[config.mk]
export PLATFORM = sky130hd
export DESIGN_NAME = fade_ifft_ctrl
export DESIGN_NICKNAME = d
export VERILOG_FILES = /design/src/rtl/fade_ifft_pkg.sv /design/src/rtl/fade_skid2.sv /design/src/rtl/fade_ifft_ctrl.sv
export SDC_FILE = /design/constraint.sdc
export NUM_CORES = 1
export LEC_CHECK = 0
export CAP_MARGIN = 0
export CORE_UTILIZATION = 45
export DETAILED_ROUTE_END_ITERATION = 6
export GPL_ROUTABILITY_DRIVEN = 0
export PLACE_DENSITY = 0.69
export SLEW_MARGIN = 20
export SYNTH_ARGS = -nofsm -noshare
export SYNTH_HDL_FRONTEND = slang
export SYNTH_SLANG_ARGS = --single-unit
export TNS_END_PERCENT = 100
[constraint.sdc]
create_clock -name aclk -period 6.15 [get_ports aclk]
set_clock_uncertainty 0.15 [all_clocks]
set_input_delay 0.615 -clock aclk [delete_from_list [all_inputs] [get_ports aclk]]
set_output_delay 0.615 -clock aclk [all_outputs]
set_load 0.03 [all_outputs]
[src/rtl/fade_ifft_pkg.sv]
// Shared types and helpers for the fade IFFT frame sequencer.
package fade_ifft_pkg;

  localparam int FFT_N_DEF = 32;
  localparam int IDX_W_DEF = 5;
  localparam int CFG_W_DEF = 16;

  typedef enum logic [1:0] {IDLE, CFG, STREAM, DRAIN} state_t;

  typedef struct packed {
    logic signed [15:0] im;
    logic signed [15:0] re;
  } cplx16_t;

  // Direction bit occupies the LSB, scaling schedule sits above it.
  function automatic logic [CFG_W_DEF-1:0] pack_cfg(input logic [CFG_W_DEF-2:0] scale,
                                                    input logic fwd);
    return {scale, fwd};
  endfunction

endpackage

[src/rtl/fade_skid2.sv]
// Two-entry AXI-Stream skid FIFO; absorbs the RAM read latency under backpressure.
module fade_skid2 #(
  parameter int W = 33
) (
  input  logic         aclk,
  input  logic         aresetn,
  input  logic         i_valid,
  input  logic [W-1:0] i_data,
  output logic         o_valid,
  input  logic         i_ready,
  output logic [W-1:0] o_data,
  output logic [1:0]   o_cnt
);

  logic [W-1:0] r_mem [2];
  logic         r_wp;
  logic         r_rp;
  logic [1:0]   r_cnt;
  logic         w_push;
  logic         w_pop;

  assign w_pop  = (r_cnt != 2'd0) & i_ready;
  assign w_push = i_valid & ((r_cnt != 2'd2) | w_pop);

  always_ff @(posedge aclk or negedge aresetn) begin
    if (!aresetn) begin
      r_wp  <= 1'b0;
      r_rp  <= 1'b0;
      r_cnt <= 2'd0;
    end else begin
      if (w_push) r_wp <= ~r_wp;
      if (w_pop)  r_rp <= ~r_rp;
      r_cnt <= r_cnt + {1'b0, w_push} - {1'b0, w_pop};
    end
  end

  always_ff @(posedge aclk) begin
    if (w_push) r_mem[r_wp] <= i_data;
  end

  // Storage is not reset; the output is gated so an empty buffer always shows zeros.
  assign o_valid = (r_cnt != 2'd0);
  assign o_data  = o_valid ? r_mem[r_rp] : '0;
  assign o_cnt   = r_cnt;

endmodule

[src/rtl/fade_ifft_ctrl.sv]
// Frame sequencer for the fade IFFT core: config beat, NFRAMES frames from RAM, output frame count.
// Optional output-index checking is enabled by defining FADE_IFFT_CTRL_IDXCHK_EN.
module fade_ifft_ctrl
  import fade_ifft_pkg::*;
#(
  parameter int FFT_N  = FFT_N_DEF,
  parameter int IDX_W  = IDX_W_DEF,
  parameter int DATA_W = 32,
  parameter int CFG_W  = CFG_W_DEF,
  parameter int FRM_W  = 8
) (
  input  logic              aclk,
  input  logic              aresetn,
  input  logic              start,
  input  logic [FRM_W-1:0]  nframes,
  input  logic              fwd_inv,
  input  logic [CFG_W-2:0]  scale_sch,
  output logic [CFG_W-1:0]  s_axis_config_tdata,
  output logic              s_axis_config_tvalid,
  input  logic              s_axis_config_tready,
  output logic              ram_rd,
  output logic [IDX_W-1:0]  ram_addr,
  input  logic [DATA_W-1:0] ram_dout,
  output logic [DATA_W-1:0] s_axis_data_tdata,
  output logic              s_axis_data_tvalid,
  input  logic              s_axis_data_tready,
  output logic              s_axis_data_tlast,
  input  logic              m_axis_data_tvalid,
  input  logic              m_axis_data_tready,
  input  logic              m_axis_data_tlast,
  input  logic [7:0]        m_axis_data_tuser,
  input  logic              event_tlast_unexpected,
  input  logic              event_tlast_missing,
  output logic              busy,
  output logic              done,
  output logic              err
);

  localparam logic [IDX_W-1:0] LAST_IDX = IDX_W'(FFT_N - 1);

  state_t             r_state;
  logic [FRM_W-1:0]   r_nframes;
  logic [FRM_W-1:0]   r_rd_frm;
  logic [FRM_W-1:0]   r_tx_frm;
  logic [FRM_W-1:0]   r_rx_frm;
  logic [IDX_W-1:0]   r_rd_addr;
  logic               r_rd_done;
  logic               r_inflight;
  logic               r_inflight_last;
  logic [CFG_W-1:0]   r_cfg_tdata;
  logic               r_cfg_tvalid;
  logic               r_done;
  logic               r_err;

  logic [1:0]         w_occ;
  logic [2:0]         w_load;
  logic               w_rd;
  logic               w_s_pop;
  logic               w_m_hs;
  logic               w_idx_err;
  logic [DATA_W-1:0]  w_s_tdata;
  logic               w_s_tvalid;
  logic               w_s_tlast;

  assign w_s_pop = w_s_tvalid & s_axis_data_tready;
  assign w_m_hs  = m_axis_data_tvalid & m_axis_data_tready;

  // Budget counts the beat leaving this cycle, so the buffer refills back-to-back at full rate.
  assign w_load = {1'b0, w_occ} + {2'b0, r_inflight};
  assign w_rd   = (r_state == STREAM) & ~r_rd_done & (w_load <= (3'd1 + {2'b0, w_s_pop}));

  fade_skid2 #(.W(DATA_W + 1)) u_skid (
    .aclk    (aclk),
    .aresetn (aresetn),
    .i_valid (r_inflight),
    .i_data  ({r_inflight_last, ram_dout}),
    .o_valid (w_s_tvalid),
    .i_ready (s_axis_data_tready),
    .o_data  ({w_s_tlast, w_s_tdata}),
    .o_cnt   (w_occ)
  );

`ifdef FADE_IFFT_CTRL_IDXCHK_EN
  logic [IDX_W-1:0] r_exp_idx;
  logic             w_unused_tuser;

  assign w_unused_tuser = &{1'b0, m_axis_data_tuser[7:IDX_W]};
  assign w_idx_err = w_m_hs & ((m_axis_data_tuser[IDX_W-1:0] != r_exp_idx) |
                               (m_axis_data_tlast & (r_exp_idx != LAST_IDX)));

  always_ff @(posedge aclk or negedge aresetn) begin
    if (!aresetn) begin
      r_exp_idx <= '0;
    end else if (r_state == IDLE) begin
      r_exp_idx <= '0;
    end else if (w_m_hs) begin
      r_exp_idx <= m_axis_data_tlast ? '0 : r_exp_idx + 1'b1;
    end
  end
`else
  logic w_unused_tuser;

  assign w_unused_tuser = &{1'b0, m_axis_data_tuser};
  assign w_idx_err      = 1'b0;
`endif

  always_ff @(posedge aclk or negedge aresetn) begin
    if (!aresetn) begin
      r_state         <= IDLE;
      r_nframes       <= '0;
      r_rd_frm        <= '0;
      r_tx_frm        <= '0;
      r_rx_frm        <= '0;
      r_rd_addr       <= '0;
      r_rd_done       <= 1'b0;
      r_inflight      <= 1'b0;
      r_inflight_last <= 1'b0;
      r_cfg_tdata     <= '0;
      r_cfg_tvalid    <= 1'b0;
      r_done          <= 1'b0;
      r_err           <= 1'b0;
    end else begin
      r_done          <= 1'b0;
      r_inflight      <= w_rd;
      r_inflight_last <= w_rd & (r_rd_addr == LAST_IDX);

      if (w_rd) begin
        r_rd_addr <= r_rd_addr + 1'b1;
        if (r_rd_addr == LAST_IDX) begin
          r_rd_frm <= r_rd_frm + 1'b1;
          if (r_rd_frm == r_nframes - 1'b1) r_rd_done <= 1'b1;
        end
      end

      if ((r_state != IDLE) & (event_tlast_unexpected | event_tlast_missing | w_idx_err))
        r_err <= 1'b1;

      // Output frames are counted from config completion, overlapping the input stream.
      if (((r_state == STREAM) | (r_state == DRAIN)) & w_m_hs & m_axis_data_tlast)
        r_rx_frm <= r_rx_frm + 1'b1;

      case (r_state)
        IDLE: begin
          if (start && (nframes != '0)) begin
            r_nframes    <= nframes;
            r_err        <= 1'b0;
            r_cfg_tdata  <= pack_cfg(scale_sch, fwd_inv);
            r_cfg_tvalid <= 1'b1;
            r_rd_frm     <= '0;
            r_tx_frm     <= '0;
            r_rx_frm     <= '0;
            r_rd_addr    <= '0;
            r_rd_done    <= 1'b0;
            r_state      <= CFG;
          end
        end
        CFG: begin
          if (s_axis_config_tready) begin
            r_cfg_tvalid <= 1'b0;
            r_state      <= STREAM;
          end
        end
        STREAM: begin
          if (w_s_pop & w_s_tlast) begin
            r_tx_frm <= r_tx_frm + 1'b1;
            if (r_tx_frm == r_nframes - 1'b1) r_state <= DRAIN;
          end
        end
        DRAIN: begin
          if (r_rx_frm == r_nframes) begin
            r_done  <= 1'b1;
            r_state <= IDLE;
          end
        end
        default: r_state <= IDLE;
      endcase
    end
  end

  assign s_axis_config_tdata  = r_cfg_tdata;
  assign s_axis_config_tvalid = r_cfg_tvalid;
  assign ram_rd               = w_rd;
  assign ram_addr             = r_rd_addr;
  assign s_axis_data_tdata    = w_s_tdata;
  assign s_axis_data_tvalid   = w_s_tvalid;
  assign s_axis_data_tlast    = w_s_tlast;
  assign busy                 = (r_state != IDLE);
  assign done                 = r_done;
  assign err                  = r_err;

endmodule
* Yosys cells after proc, flatten, opt, wreduce, memory -nomap -nowiden
Memory sizes are Yosys's and may differ from the RTL's.
Cells that the tools add are included.
** Word-level totals
- Register bits after elaboration :: 65
- Bits in latches :: 0
- Bits in writable memories :: 66
- Memory bits (read-only) :: 0
- Bits of input ports :: 74
- Output and inout port bits :: 60
- Word-level logic and storage cells :: 102
- Memories kept :: 1
** Memory list
- u_skid.r_mem :: depth 2, bits a word 33, rd ports 1, clocked after memory_dff 0, write ports 1, RTL line fade_skid2.sv:15 : logic [W-1:0] r_mem [2];
** Operators by class
- Add/subtract/negate cells :: 9
- $mul :: 0
- Divide/modulo/power cells :: 0
- Order comparisons :: 1
- Equal/unequal tests :: 13
- Shift operators :: 0
- Mux-type cells :: 35
- Bitwise logic cells :: 16
- Reduce and logical (&&, ||, !) cells :: 11
** Operators with widths (number)
- $mux W8 :: 9
- $mux W33 :: 1
- $add A8 B1 Y8 const B :: 3
- $eq A8 B8 Y1 :: 3
- $pmux W8 S2 :: 1
- $mux W5 :: 3
- $mux W1 :: 14
- $and A1 B1 Y1 :: 10
- $mux W2 :: 5
- $pmux W2 S4 :: 1
- $reduce_bool A2 Y1 :: 4
- $reduce_bool A8 Y1 :: 1
- $sub A8 B1 Y8 const B :: 1
- $ne A2 B1 Y1 const B :: 3
- $ne A2 B2 Y1 const B :: 3
- $reduce_and A3 Y1 :: 2
- $add A5 B1 Y5 const B :: 1
- $eq A5 B5 Y1 const B :: 1
- $reduce_and A5 Y1 :: 1
- $eq A2 B2 Y1 const B :: 2
- $add A2 B1 Y3 :: 1
- $le A3 B2 Y1 :: 1
- $not A1 Y1 :: 3
- $or A1 B1 Y1 :: 3
- other kinds (8) :: 8

* Depth between registers and ports, before layout
Gate-level depths: netlist of the first run.
- Word-level depth :: 8
- Mapped depth :: 10
- Mapped depth without buffers :: 9

* Cells and area by module
From an unflattened synthesis of the first run, not the netlist that was laid out.
** Unflattened totals
- Cells, all modules :: 538
- Area, all modules :: 6236.0 sq um
** By module, submodules not included
- fade_ifft_ctrl :: times used 1, cells each 377, area an instance 3499.6 sq um, sequential area each 1526.5 sq um
- fade_skid2 :: times used 1, cells each 161, area an instance 2736.4 sq um, sequential area each 2082.0 sq um

* Least setup slack after synthesis of the first run
OpenSTA, ideal clock, no wires.
- Path type :: input to register
- Start :: input s_axis_data_tready
- End :: register r_rd_done
- Library setup time :: 0.095 ns
- Data arrival time :: 3.133 ns
- Path slack :: 2.771 ns
- Cell stages on the path :: 9
- Buffers on the path :: 1
- Path through :: o21ai_1 > fa_1 > nor3b_1 > o21ai_1 > and2_1 > clkbuf_1 > nand2_1 > or4_1 > o31ai_1
** Between the ends
- Word-level cells in the longest chain between the ends :: 7
** Ends and longest elaborated chain
- start, declared :: RTL line fade_ifft_ctrl.sv:26 : input logic s_axis_data_tready,
- $and A1 B1 Y1 (*) :: RTL line fade_ifft_ctrl.sv:65 : assign w_s_pop = w_s_tvalid & s_axis_data_tready;
- $add A1 B1 Y2 (*) :: RTL line fade_ifft_ctrl.sv:70 : assign w_rd = (r_state == STREAM) & ~r_rd_done & (w_load <= (3'd1 + {2'b0, w_s_pop}));
- $le A3 B2 Y1 (*) :: RTL line fade_ifft_ctrl.sv:70
- $and A1 B1 Y1 (*) :: RTL line fade_ifft_ctrl.sv:70
- net ram_rd :: RTL line fade_ifft_ctrl.sv:21 : output logic ram_rd,
- $mux W1 (*) :: RTL line fade_ifft_ctrl.sv:127 : if (w_rd) begin
- $mux W1 :: RTL line fade_ifft_ctrl.sv:144 : if (start && (nframes != '0)) begin
- $mux W1 (*) :: RTL line fade_ifft_ctrl.sv:142 : case (r_state)
- end signal, assigned :: RTL line fade_ifft_ctrl.sv:115 : r_rd_done <= 1'b0;
- end signal, assigned :: RTL line fade_ifft_ctrl.sv:131 : if (r_rd_frm == r_nframes - 1'b1) r_rd_done <= 1'b1;
- end signal, assigned :: RTL line fade_ifft_ctrl.sv:153 : r_rd_done <= 1'b0;
- end, declared :: RTL line fade_ifft_ctrl.sv:47 : logic r_rd_done;
Mark *: on every way through the listed nets, which the timed path passes. The rest lies on a longest branch.
A chain may end at the register's enable or synchronous reset.

* Worst setup path in the final report of the first run
- Start :: input s_axis_data_tready
- End :: output ram_rd
** Between the ends
- Word-level cells in the longest chain between the ends :: 4
** Ends and longest elaborated chain (RTL line)
- $and A1 B1 Y1 :: fade_ifft_ctrl.sv:65
- $add A1 B1 Y2 :: fade_ifft_ctrl.sv:70
- $le A3 B2 Y1 :: fade_ifft_ctrl.sv:70
- $and A1 B1 Y1 :: fade_ifft_ctrl.sv:70
- end, declared :: fade_ifft_ctrl.sv:21
No other way between the ends.

==> results of run 1 <==
-- metal layers --
metal,global-route usage [%],up-vias
li1,-,2077
met1,24.63,2010
met2,30.52,148
met3,5.695,16
met4,7.516,0
met5,0,-
-- cell usage in the layout, fill, tap and decap left out, drive strengths merged, types with 5 or more instances in the layout --
master | synthesis | final
inv | 18 | 19
nand2b | 5 | 5
xor2 | 19 | 19
dfrtp | 65 | 65
clkbuf | 19 | 17
nor2 | 68 | 68
mux2 | 7 | 7
ha | 16 | 16
clkdlybuf4s50 | 0 | 124
o21ai | 15 | 15
a21oi | 7 | 7
nor3 | 11 | 11
buf | 6 | 5
mux2i | 37 | 37
xnor2 | 28 | 28
or4 | 5 | 5
nand4 | 15 | 15
nand3 | 9 | 9
edfxtp | 66 | 66
nand2 | 65 | 65
clkinv | 0 | 7
-- cells in the mapped netlist, types with 2 or more instances --
| cell | n | area (µm²) |
|---|---|---|
| clkbuf_1 | 19 | 71.32 |
| o21ai_0 | 10 | 50.05 |
| nor2_1 | 68 | 255.2 |
| o21ai_1 | 5 | 25.02 |
| dfrtp_1 | 65 | 1627 |
| and2_1 | 2 | 12.51 |
| nor3_1 | 11 | 55.05 |
| or4_1 | 4 | 30.03 |
| edfxtp_1 | 66 | 1982 |
| a21oi_1 | 7 | 35.03 |
| a31oi_1 | 2 | 12.51 |
| nor3b_1 | 2 | 15.01 |
| xnor2_1 | 28 | 245.2 |
| o31ai_1 | 3 | 22.52 |
| nor4_1 | 3 | 18.77 |
| ha_1 | 16 | 200.2 |
| xor2_1 | 19 | 166.4 |
| nand3b_1 | 2 | 15.01 |
| nand2b_1 | 5 | 31.28 |
| nand4_1 | 15 | 93.84 |
| mux2_1 | 3 | 33.78 |
| a311oi_1 | 2 | 17.52 |
| buf_6 | 3 | 33.78 |
| nand2_1 | 65 | 244.0 |
| buf_2 | 2 | 10.01 |
| mux2_2 | 4 | 45.04 |
| and3_1 | 4 | 25.02 |
| nand3_1 | 9 | 45.04 |
| nor2b_1 | 4 | 25.02 |
| or3_1 | 2 | 12.51 |
| inv_1 | 18 | 67.56 |
| mux2i_1 | 37 | 370.4 |
-- layout make-up --
cell class              count  share of cell area, %
inverters                  18                 0.8372
repair buffers            129                  15.81
clock inverters            14                  1.721
multi-input cells         352                  28.90
clock buffers              17                  5.271
flip-flops and latches    131                  44.73
well taps                 176                  2.729
-- cell families after synthesis --
family,after synthesis
AND/OR/NAND/NOR,204
flip-flops,131
XOR/XNOR,48
multiplexers,44
buffers and inverters,43
AO/OA/AOI/OAI,39
adder cells (fa/ha/maj),17
-- state kept, by name, indices dropped and copies added (netlist names), 2 cells and up --
signal	flops
r_nframes	8
s_axis_config_tdata	16
r_tx_frm	8
r_rx_frm	8
u_skid.o_cnt	2
u_skid.r_mem	66
r_rd_frm	8
r_state	2
ram_addr	5
-- worst max path at each step --
stage / from / depth (start not counted) / endpoint
after CTS: u_skid.o_cnt[1] / 6 / ram_rd
final: s_axis_data_tready / 7 / ram_rd
after floorplan: s_axis_data_tready / 9 / r_rd_done
after global routing: u_skid.o_cnt[1] / 6 / ram_rd
after global placement: s_axis_data_tready / 7 / ram_rd
after detailed placement: s_axis_data_tready / 7 / ram_rd
-- per-stage QoR --
| stage | worst slack [ps] | hold slack (ps) |
|---|---|---|
| 6_report | 2070 | 237.1 |
| 5_1_grt | 1806 | 302.6 |
| 4_1_cts | 2055 | 260.7 |
| 3_5_place_dp | 2063 | 281.8 |
| 3_3_place_gp | 2093 | 271.4 |
| 2_1_floorplan | 2771 | 169.4 |
-- where the power goes --
| part | internal (mW) | switching (mW) | total [mW] |
|---|---|---|---|
| clock | 0.590 | 0.367 | 0.956 |
| combinational | 0.889 | 1.15 | 2.04 |
| sequential | 1.27 | 0.295 | 1.56 |
| total | 2.75 | 1.81 | 4.55 |
-- worst reg2reg max path, cell delays in order (launching register included) --
cell	delay [ps]
dfrtp_1	460
o21ai_1	420
fa_1	490
nor3b_1	150
o21ai_1	160
and2_1	410
nand2_1	190
or4_1	550
o31ai_1	200
==> run metrics, run 1 <==
status completed; Nets 740; Tightest Hold Check Type input port to async pin; largest family of logic cells by synthesized area simple AND/OR/NAND/NOR gates; IO Pins roughly 130; clock root buffer clkbuf_16; Yosys warning total 0; DRT Wirelength between 10 and 15 mm; Placement Rows 42; TritonCTS clock tree done; worst IR drop on VDD ~0.25 mV; Ant. Diodes 0; DIE AREA approximately 14000 µm²; Die W between 100 and 150 µm; Synth cell types 53; area share of fa/ha/maj cells after synthesis between 3 and 4%; die height 118.6 µm; multi-input logic area 2332 µm²; worst skew pair latency 410 ps; number of nets with antenna violations after routing 0; max-slew violation count 0; Req. time, crit path 5380 ps; Max-Cap Viols 0; total number of vias roughly 4300; fin area slightly above 8000 µm²; Top Metal Used met4; Slowest cell on crit path clkdlybuf4s50_1; Max Clock Freq roughly 250 MHz; Yosys reg bits about 130; clock sink count 131; R2R depth 8; initial antenna violation count 0; worst path bufs/invs 2; critical path type input port to primary output; CTS max path bufs 2; initial core utilization 46.17%; FF-to-FF Start u_skid.o_cnt[1]; startpoint types input port; Power Density between 500 and 600 nW/µm²; cts hold-fix bufs 0; Top FF cell, synth edfxtp_1; Remaining Overflow, GRT 0; Post-Synth Simple-Gate Area about 16%; Placed Area 7506 µm²; Synth-to-Final Area Change 31.98%; fin crit share about two thirds; average size of a mapped cell about 12 µm²; drt pass-1 iters 4; Placed Cells approximately 810; leakage roughly 3.3 nW; gr usage total a little under a fifth; final setup TNS 0 ps; total power between 4 and 5 mW; Data arrival, critical path between 3000 and 4000 ps; sequential cell area between 3000 and 4000 µm²; cells after synthesis 526; layout cell share with drive strength beyond 1 6.808%; port buffer count 125; clock buffer count from CTS 17; endpoint type of the worst setup path primary output; unrepaired setup endpoints after global routing no; post-cts resize count 0; CP cell instances clkdlybuf4s50_1, o21ai_1, fa_1, nor3b_1, o21ai_1, and2_1, clkdlybuf4s50_1; DRC viols 0; register area share after synthesis 59.01%; delay-heaviest family, CP buffers and inverters; asr flop ratio synth between 40% and 50%; Max FO, Critical Path 10; fill count roughly 1100; met2 routed WL 5.906 mm; min Tclk post-route 4080 ps; clk slew on worst S/H paths 60 ps; R2R Setup Slk approximately 2900 ps; largest net degree at the start of global routing 66; Relative slew margins about a third; crit-path max cell delay slightly below 800 ps; Synth Area in Compound Gates between 4 and 5%; Synth Cell Area 6115 µm²; mux share of post-synthesis cell area under 10%; RR Endpoint r_rd_done; Setup-failing EPs final 0; Post-CTS Setup Repair Bufs 0; Finished Layout Cells around 840; met3 wire len between 700 and 800 µm; number of global-route vias before repair 4336; Final Util 60.94%; Worst-Margin Slew approximately 1000 ps; Starting DRT DRC Count 270; DP HPWL roughly 8.3 mm; placeable core area 13240 µm²; WL per Instance 15.03 µm; M1 WL between 5 and 6 mm; Mapped Nets roughly 620; xor/xnor share of the synthesized area 7.121%; final hold vios 0; Via density around 5; first-pass GRT wire length approximately 21 mm; htree depth 4; Post-synth EDFFs 66
No activity file was read; power rests on OpenSTA's default activity.
==> run 2: changes to the inputs <==
--- a/config.mk
+++ b/config.mk
@@ -9,7 +9,7 @@
 export CORE_UTILIZATION = 45
 export DETAILED_ROUTE_END_ITERATION = 6
 export GPL_ROUTABILITY_DRIVEN = 0
-export PLACE_DENSITY = 0.69
+export PLACE_DENSITY = 0.72
 export SLEW_MARGIN = 20
 export SYNTH_ARGS = -nofsm -noshare
 export SYNTH_HDL_FRONTEND = slang
==> constraint.sdc (replaced) <==
create_clock -name aclk -period 3.3 [get_ports aclk]
set_clock_uncertainty 0.15 [all_clocks]
set_input_delay 0.33 -clock aclk [delete_from_list [all_inputs] [get_ports aclk]]
set_output_delay 0.33 -clock aclk [all_outputs]
set_load 0.03 [all_outputs]
==> run 2 against run 1 <==
Compared with the run above: worst hold slack gained 54 ps; total power grew 92%; non-clock buffer count grew 12; design area grew 2.0%; critical endpoint is now s_axis_data_tdata[4]; largest cell class unchanged.
==> run metrics, run 2 (synthesis results as in run 1) <==
worst IR drop on VDD 0.5563 mV (+130%); port buffer count 125 (unchanged); largest net degree at the start of global routing 49 (-26%); max reg flops 66 (unchanged); DIE AREA 14060 µm² (unchanged); fraction of power spent switching nets 38.81% (-0.89 points); hold path startpoint r_inflight_last; leakage 3.407 nW (+3.0%); IO Pins 134 (unchanged); DRC viols 0 (unchanged); drt pass-1 iters 4 (unchanged); commonest non-fill, non-tap cell in the layout clkdlybuf4s50_1; die height 118.6 µm (unchanged); CP cell instances buf_4, mux2i_1, nor2_1, clkdlybuf4s50_1; Relative slew margins 55.26% (+23 points); min Tclk post-route ~3000 ps; TritonCTS clock tree done; number of global-route vias before repair 4415 (+1.8%); R2R depth 8 (unchanged); Comb pwr share 45.2% (+0.5 points); Synth-to-Final Area Change 34.62%; number of nets with antenna violations after routing 0 (unchanged); R2R Setup Slk 420 ps (-2460 ps); endpoint type of the worst setup path primary output; Worst-Margin Slew 667.1 ps (-353.6 ps); Power Density 1063 nW/µm² (+88%); WL per Instance 14.84 µm (-1.3%); FF-to-FF Start r_nframes[0]; first-pass GRT wire length 21.15 mm (+0.82%); startpoint types register; worst hold path depth 0; delay-heaviest family, CP buffers and inverters; final hold vios 0 (unchanged); Via density 5.161 (+1.6%); placeable core area 13240 µm² (unchanged); most frequent cells in the layout 123 x clkdlybuf4s50_1, 66 x edfxtp_1, 65 x nor2_1, 65 x nand2_1, 64 x dfrtp_1; worst path bufs/invs 2 (unchanged); clock root buffer clkbuf_16; cts hold-fix bufs 1 (+1); CTS max path bufs 2 (unchanged); Nets 752 (+1.6%); fin crit share between 90% and 100%; Data arrival, critical path 2530 ps (-790 ps); worst skew pair latency 410 ps (about the same); Remaining Overflow, GRT 0 (unchanged); clock sink count 131 (unchanged); Finished Layout Cells 850 (+1.6%); crit-path max cell delay 750 ps (-20 ps); Max FO, Critical Path 20 (+10); Biggest register u_skid.r_mem; clk slew on worst S/H paths 60 ps (about the same); Slowest cell on crit path dfrtp_2; sequential share of power 32.1% (-2.2 points); Placement Rows 42 (unchanged); layout cell share with drive strength beyond 1 8.605% (+1.8 points); initial core utilization 46.17% (unchanged); DRT Wirelength 12.62 mm (+0.27%); unrepaired setup endpoints after global routing no; final setup TNS 0 ps (unchanged); Post-CTS Setup Repair Bufs 0 (unchanged); Tightest Hold Check Type register to register; htree depth 4 (unchanged); max-slew violation count 0 (unchanged); initial antenna violation count 0 (unchanged); critical path type register to primary output; DP HPWL 8.749 mm (+4.9%); internal power 5.355 mW (+95%); NetSw 3.395 mW (+88%); Setup-failing EPs final 0 (unchanged); Hold Path End u_skid.r_mem[0][32]; gr usage total 19.12% (-0.077 points); Starting DRT DRC Count 210 (-22%); Ant. Diodes 0 (unchanged); Clk network pwr share 22.7% (+1.7 points); post-cts resize count 0 (unchanged); Max Clock Freq approximately 330 MHz; Req. time, crit path 2820 ps (-2560 ps); Die W 118.6 µm (unchanged); total number of vias 4387 (+3.2%); clock buffer count from CTS 17 (unchanged); Placed Cells 817 (+1.4%); status completed; RR Endpoint r_state[1]; Max-Cap Viols 0 (unchanged)
[run 2: cell count changes in the layout (fill, tap and decap cells not counted), moves of 2 or more]
cell	delta
clkinv_2	-3
clkinv_4	+3
bufinv_16	+2
clkinvlp_4	-3
buf_4	+13
[run 2: cell type report]
class / count / area, µm²
inverter: 18 / 67.56
timing repair buffer: 141 / 1369
clock inverter: 14 / 203.9
sequential: 131 / 3610
fill: 1032 / 5011
tap: 176 / 220.2
clock buffer: 18 / 429.2
multi-input combinational: 352 / 2332
[run 2: routing by layer]
| metal | wire length (µm) | vias to the layer above | part of all wire (%) | global-route usage, % |
|---|---|---|---|---|
| met4 | 157 | 0 | 1.2 | 7.120 |
| met3 | 801 | 20 | 6.3 | 5.454 |
| met2 | 6026 | 141 | 48 | 31.14 |
| met1 | 5631 | 2117 | 45 | 24.16 |
| met5 | 0 | - | 0 | 0 |
| li1 | - | 2109 | - | - |
[run 2: power groups by stage]
| stage | logic [mW] | registers [mW] | clock network [mW] |
|---|---|---|---|
| final | 3.95 | 2.81 | 1.99 |
| after floorplan | 2.46 | 2.91 | 0 |
| after global placement | 3.90 | 2.80 | 0 |
| after global routing | 4.28 | 2.88 | 2.09 |
| after detailed placement | 3.97 | 2.83 | 0 |
| after CTS | 3.99 | 2.81 | 2.03 |
[run 2: worst max path at each step]
stage / from / end / slack, ps / depth (start not counted)
finish: u_skid.r_rp / s_axis_data_tdata[4] / 290 / 4
global placement: s_axis_data_tready / r_rd_done / 370 / 9
floorplan: u_skid.o_cnt[1] / r_rd_done / 260 / 9
detailed placement: s_axis_data_tready / r_rd_done / 310 / 9
global route: u_skid.r_rp / s_axis_data_tdata[0] / 180 / 4
CTS: u_skid.r_rp / s_axis_data_tdata[4] / 270 / 4
[run 2: per-stage QoR]
step                      hold slack (ps)  total power, mW  util [%]  area (µm²)  setup slack (ps)
after global placement              274.6            6.699     57.28        7586             365.2
after detailed placement            292.5            6.799     57.28        7586             306.5
after CTS                           276.6            8.826     62.14        8229             266.8
final                               291.6            8.750     62.16        8232             291.1
after global routing                289.4            9.254     62.16        8232             176.4
after floorplan                    -115.6            5.373         -        6116             261.4
[run 2: worst register-to-register path: cells and delay by family (launching register included)]
family,cells,cell delay (ps)
muxes,1,120
xor gates and xnor gates,1,460
AOI/OAI and AO/OA,1,380
DFF,1,510
adders and majority gates,1,330
buffers and inverters,1,140
and+or+nand+nor,3,670
==> run 3: changes to the inputs <==
--- a/config.mk
+++ b/config.mk
@@ -6,11 +6,13 @@
 export NUM_CORES = 1
 export LEC_CHECK = 0
 export CAP_MARGIN = 0
-export CORE_UTILIZATION = 45
+export CELL_PAD_IN_SITES_DETAIL_PLACEMENT = 2
+export CELL_PAD_IN_SITES_GLOBAL_PLACEMENT = 2
+export CORE_UTILIZATION = 30
 export DETAILED_ROUTE_END_ITERATION = 6
 export GPL_ROUTABILITY_DRIVEN = 0
-export PLACE_DENSITY = 0.72
-export SLEW_MARGIN = 20
+export PLACE_DENSITY = 0.74
+export SLEW_MARGIN = 15
 export SYNTH_ARGS = -nofsm -noshare
 export SYNTH_HDL_FRONTEND = slang
 export SYNTH_SLANG_ARGS = --single-unit
==> run 3 against run 2 <==
Compared with the run above: sequential power is essentially flat; count of clock-buffer cells in the layout grew 2; non-clock buffer count grew 2; wire length grew 35%; clock power shrank 11%; design area grew 0.53%; first-iteration DRC count shrank 41%; final cell count grew 11%; critical path type unchanged; global-route usage shrank 1.8 points; fmax shrank 0.33%.
==> run metrics, run 3 (synthesis results as in run 1) <==
most frequent cells in the layout 123 x clkdlybuf4s50_1, 66 x edfxtp_1, 65 x nor2_1, 65 x nand2_1, 64 x dfrtp_1; clk slew on worst S/H paths 60 ps (about the same); Die W 144.8 µm (+22%); DRT Wirelength 16.98 mm (+35%); die height 144.8 µm (+22%); htree depth 4 (unchanged); CP cell instances o21ai_1, fa_1, nor3b_1, o21ai_1, and2_1, buf_4, buf_4; largest net degree at the start of global routing 35 (-29%); startpoint types register; status completed; Setup-failing EPs final 0 (unchanged); DIE AREA 20960 µm² (+49%); Power Density 1060 nW/µm² (-0.28%); IO Pins 134 (unchanged); Via density 4.807 (-6.9%); max-slew violation count 0 (unchanged); number of nets with antenna violations after routing 0 (unchanged); Max-Cap Viols 0 (unchanged); cts hold-fix bufs 1 (unchanged); endpoint type of the worst setup path primary output; worst IR drop on VDD 0.3777 mV (-32%); initial core utilization 31.01% (-15 points); gr usage total 17.28% (-1.8 points); Starting DRT DRC Count 124 (-41%); port buffer count 125 (unchanged); Placement Rows 51 (+21%); Data arrival, critical path 2540 ps (about the same); fin crit share 91.48% (+0.30 points); first-pass GRT wire length 27.02 mm (+28%); Worst-Margin Slew 1008 ps (+340.7 ps); initial antenna violation count 1 (+1); final setup TNS 0 ps (unchanged); clock root buffer clkbuf_16; min Tclk post-route 3019 ps (+9.951 ps); total power 8.772 mW (+0.26%); worst skew pair latency 420 ps (about the same); worst path bufs/invs 2 (unchanged); Max FO, Critical Path 9 (-55%); Slowest cell on crit path dfrtp_1; final hold vios 0 (unchanged); commonest non-fill, non-tap cell in the layout clkdlybuf4s50_1; DRC viols 0 (unchanged); crit-path max cell delay 480 ps (-270 ps); clock buffer count from CTS 17 (unchanged); total number of vias 4523 (+3.1%); unrepaired setup endpoints after global routing no; Tightest Hold Check Type input port to register; Synth-to-Final Area Change 35.34%; Post-CTS Setup Repair Bufs 0 (unchanged); WL per Instance 18.05 µm (+22%); number of global-route vias before repair 5189 (+18%); post-cts resize count 0 (unchanged); Nets 754 (+0.27%); max reg flops 66 (unchanged); layout cell share with drive strength beyond 1 8.148% (-0.46 points); CTS max path bufs 2 (unchanged); Biggest register u_skid.r_mem; leakage 3.374 nW (-0.98%); delay-heaviest family, CP flip-flops; placeable core area 19720 µm² (+49%); Req. time, crit path 2820 ps (about the same); drt pass-1 iters 4 (unchanged); TritonCTS clock tree done; critical path type register to primary output; Max Clock Freq 331.3 MHz (-0.33%); Relative slew margins 32.65% (-23 points); DP HPWL 12.27 mm (+40%); Remaining Overflow, GRT 0 (unchanged); clock sink count 131 (unchanged)
==> run 3: cell count changes in the layout (fill, tap and decap cells not counted), moves of 2 or more <==
cell       before  now
bufinv_16       4    2
clkbuf_1        1    3
clkinv_1        1    3
clkinv_2        0    2
clkinv_4        5    2
inv_6           2    0
==> run 3: layout make-up <==
cell class                 count  area (µm²)
clock inverter                11       113.9
tap                          265       331.6
sequential                   131        3610
multi-input combinational    352        2332
clock buffer                  20       436.7
antenna                        1       2.502
timing repair buffer         143        1381
fill                        2012       11440
inverter                      18       67.56
==> run 3: per-layer routing <==
metal / track usage (%) / up-vias / wire (µm)
met5: 0 / - / 0
met2: 31.25 / 121 / 8862
met4: 6.260 / 0 / 302
met1: 18.51 / 2269 / 6697
li1: - / 2111 / -
met3: 6.022 / 22 / 1122
==> run 3: worst paths after layout <==
kind                            startpoint                       to  slack (ps)  cells past startpoint
max                        u_skid.o_cnt[1]                   ram_rd         280                      7
min                          scale_sch[10]  s_axis_config_tdata[11]         290                      3
max reg2reg                   r_nframes[1]               r_state[1]         290                      8
min reg2reg                r_inflight_last      u_skid.r_mem[0][32]         310                      0
max in group asynchronous          aresetn             r_nframes[5]        1910                      3
min in group asynchronous          aresetn   s_axis_config_tdata[9]         300                      2
==> run 3: worst reg2reg max path, stage by stage (launching register included) <==
cell,delay (ps)
dfrtp_1,480
inv_1,130
ha_1,260
xor3_1,440
nor3_1,340
nand4_1,230
nor4_4,350
mux2i_1,120
a2111o_1,390
==> run 3: metrics by stage <==
step / area, µm² / utilization, % / worst slack (ps) / instances / hold slack, ps
detailed placement: 7712 / 39.11 / 155.2 / 908 / 216.9
global route: 8273 / 41.96 / 115.4 / 940 / 285.6
finish: 8275 / 41.97 / 281.2 / 941 / 288.9
floorplan: 6116 / - / 261.4 / 526 / -115.6
global placement: 7712 / 39.11 / 307.9 / 908 / 208.9
CTS: 8273 / 41.96 / 253.5 / 940 / 273.8
==> run 3: report_power, final <==
| group | switching [mW] | total [mW] | internal (mW) | leakage (nW) |
|---|---|---|---|---|
| sequential | 0.421 | 2.79 | 2.37 | 1.44 |
| clock | 0.687 | 1.78 | 1.10 | 0.262 |
| combinational | 2.46 | 4.20 | 1.74 | 1.67 |
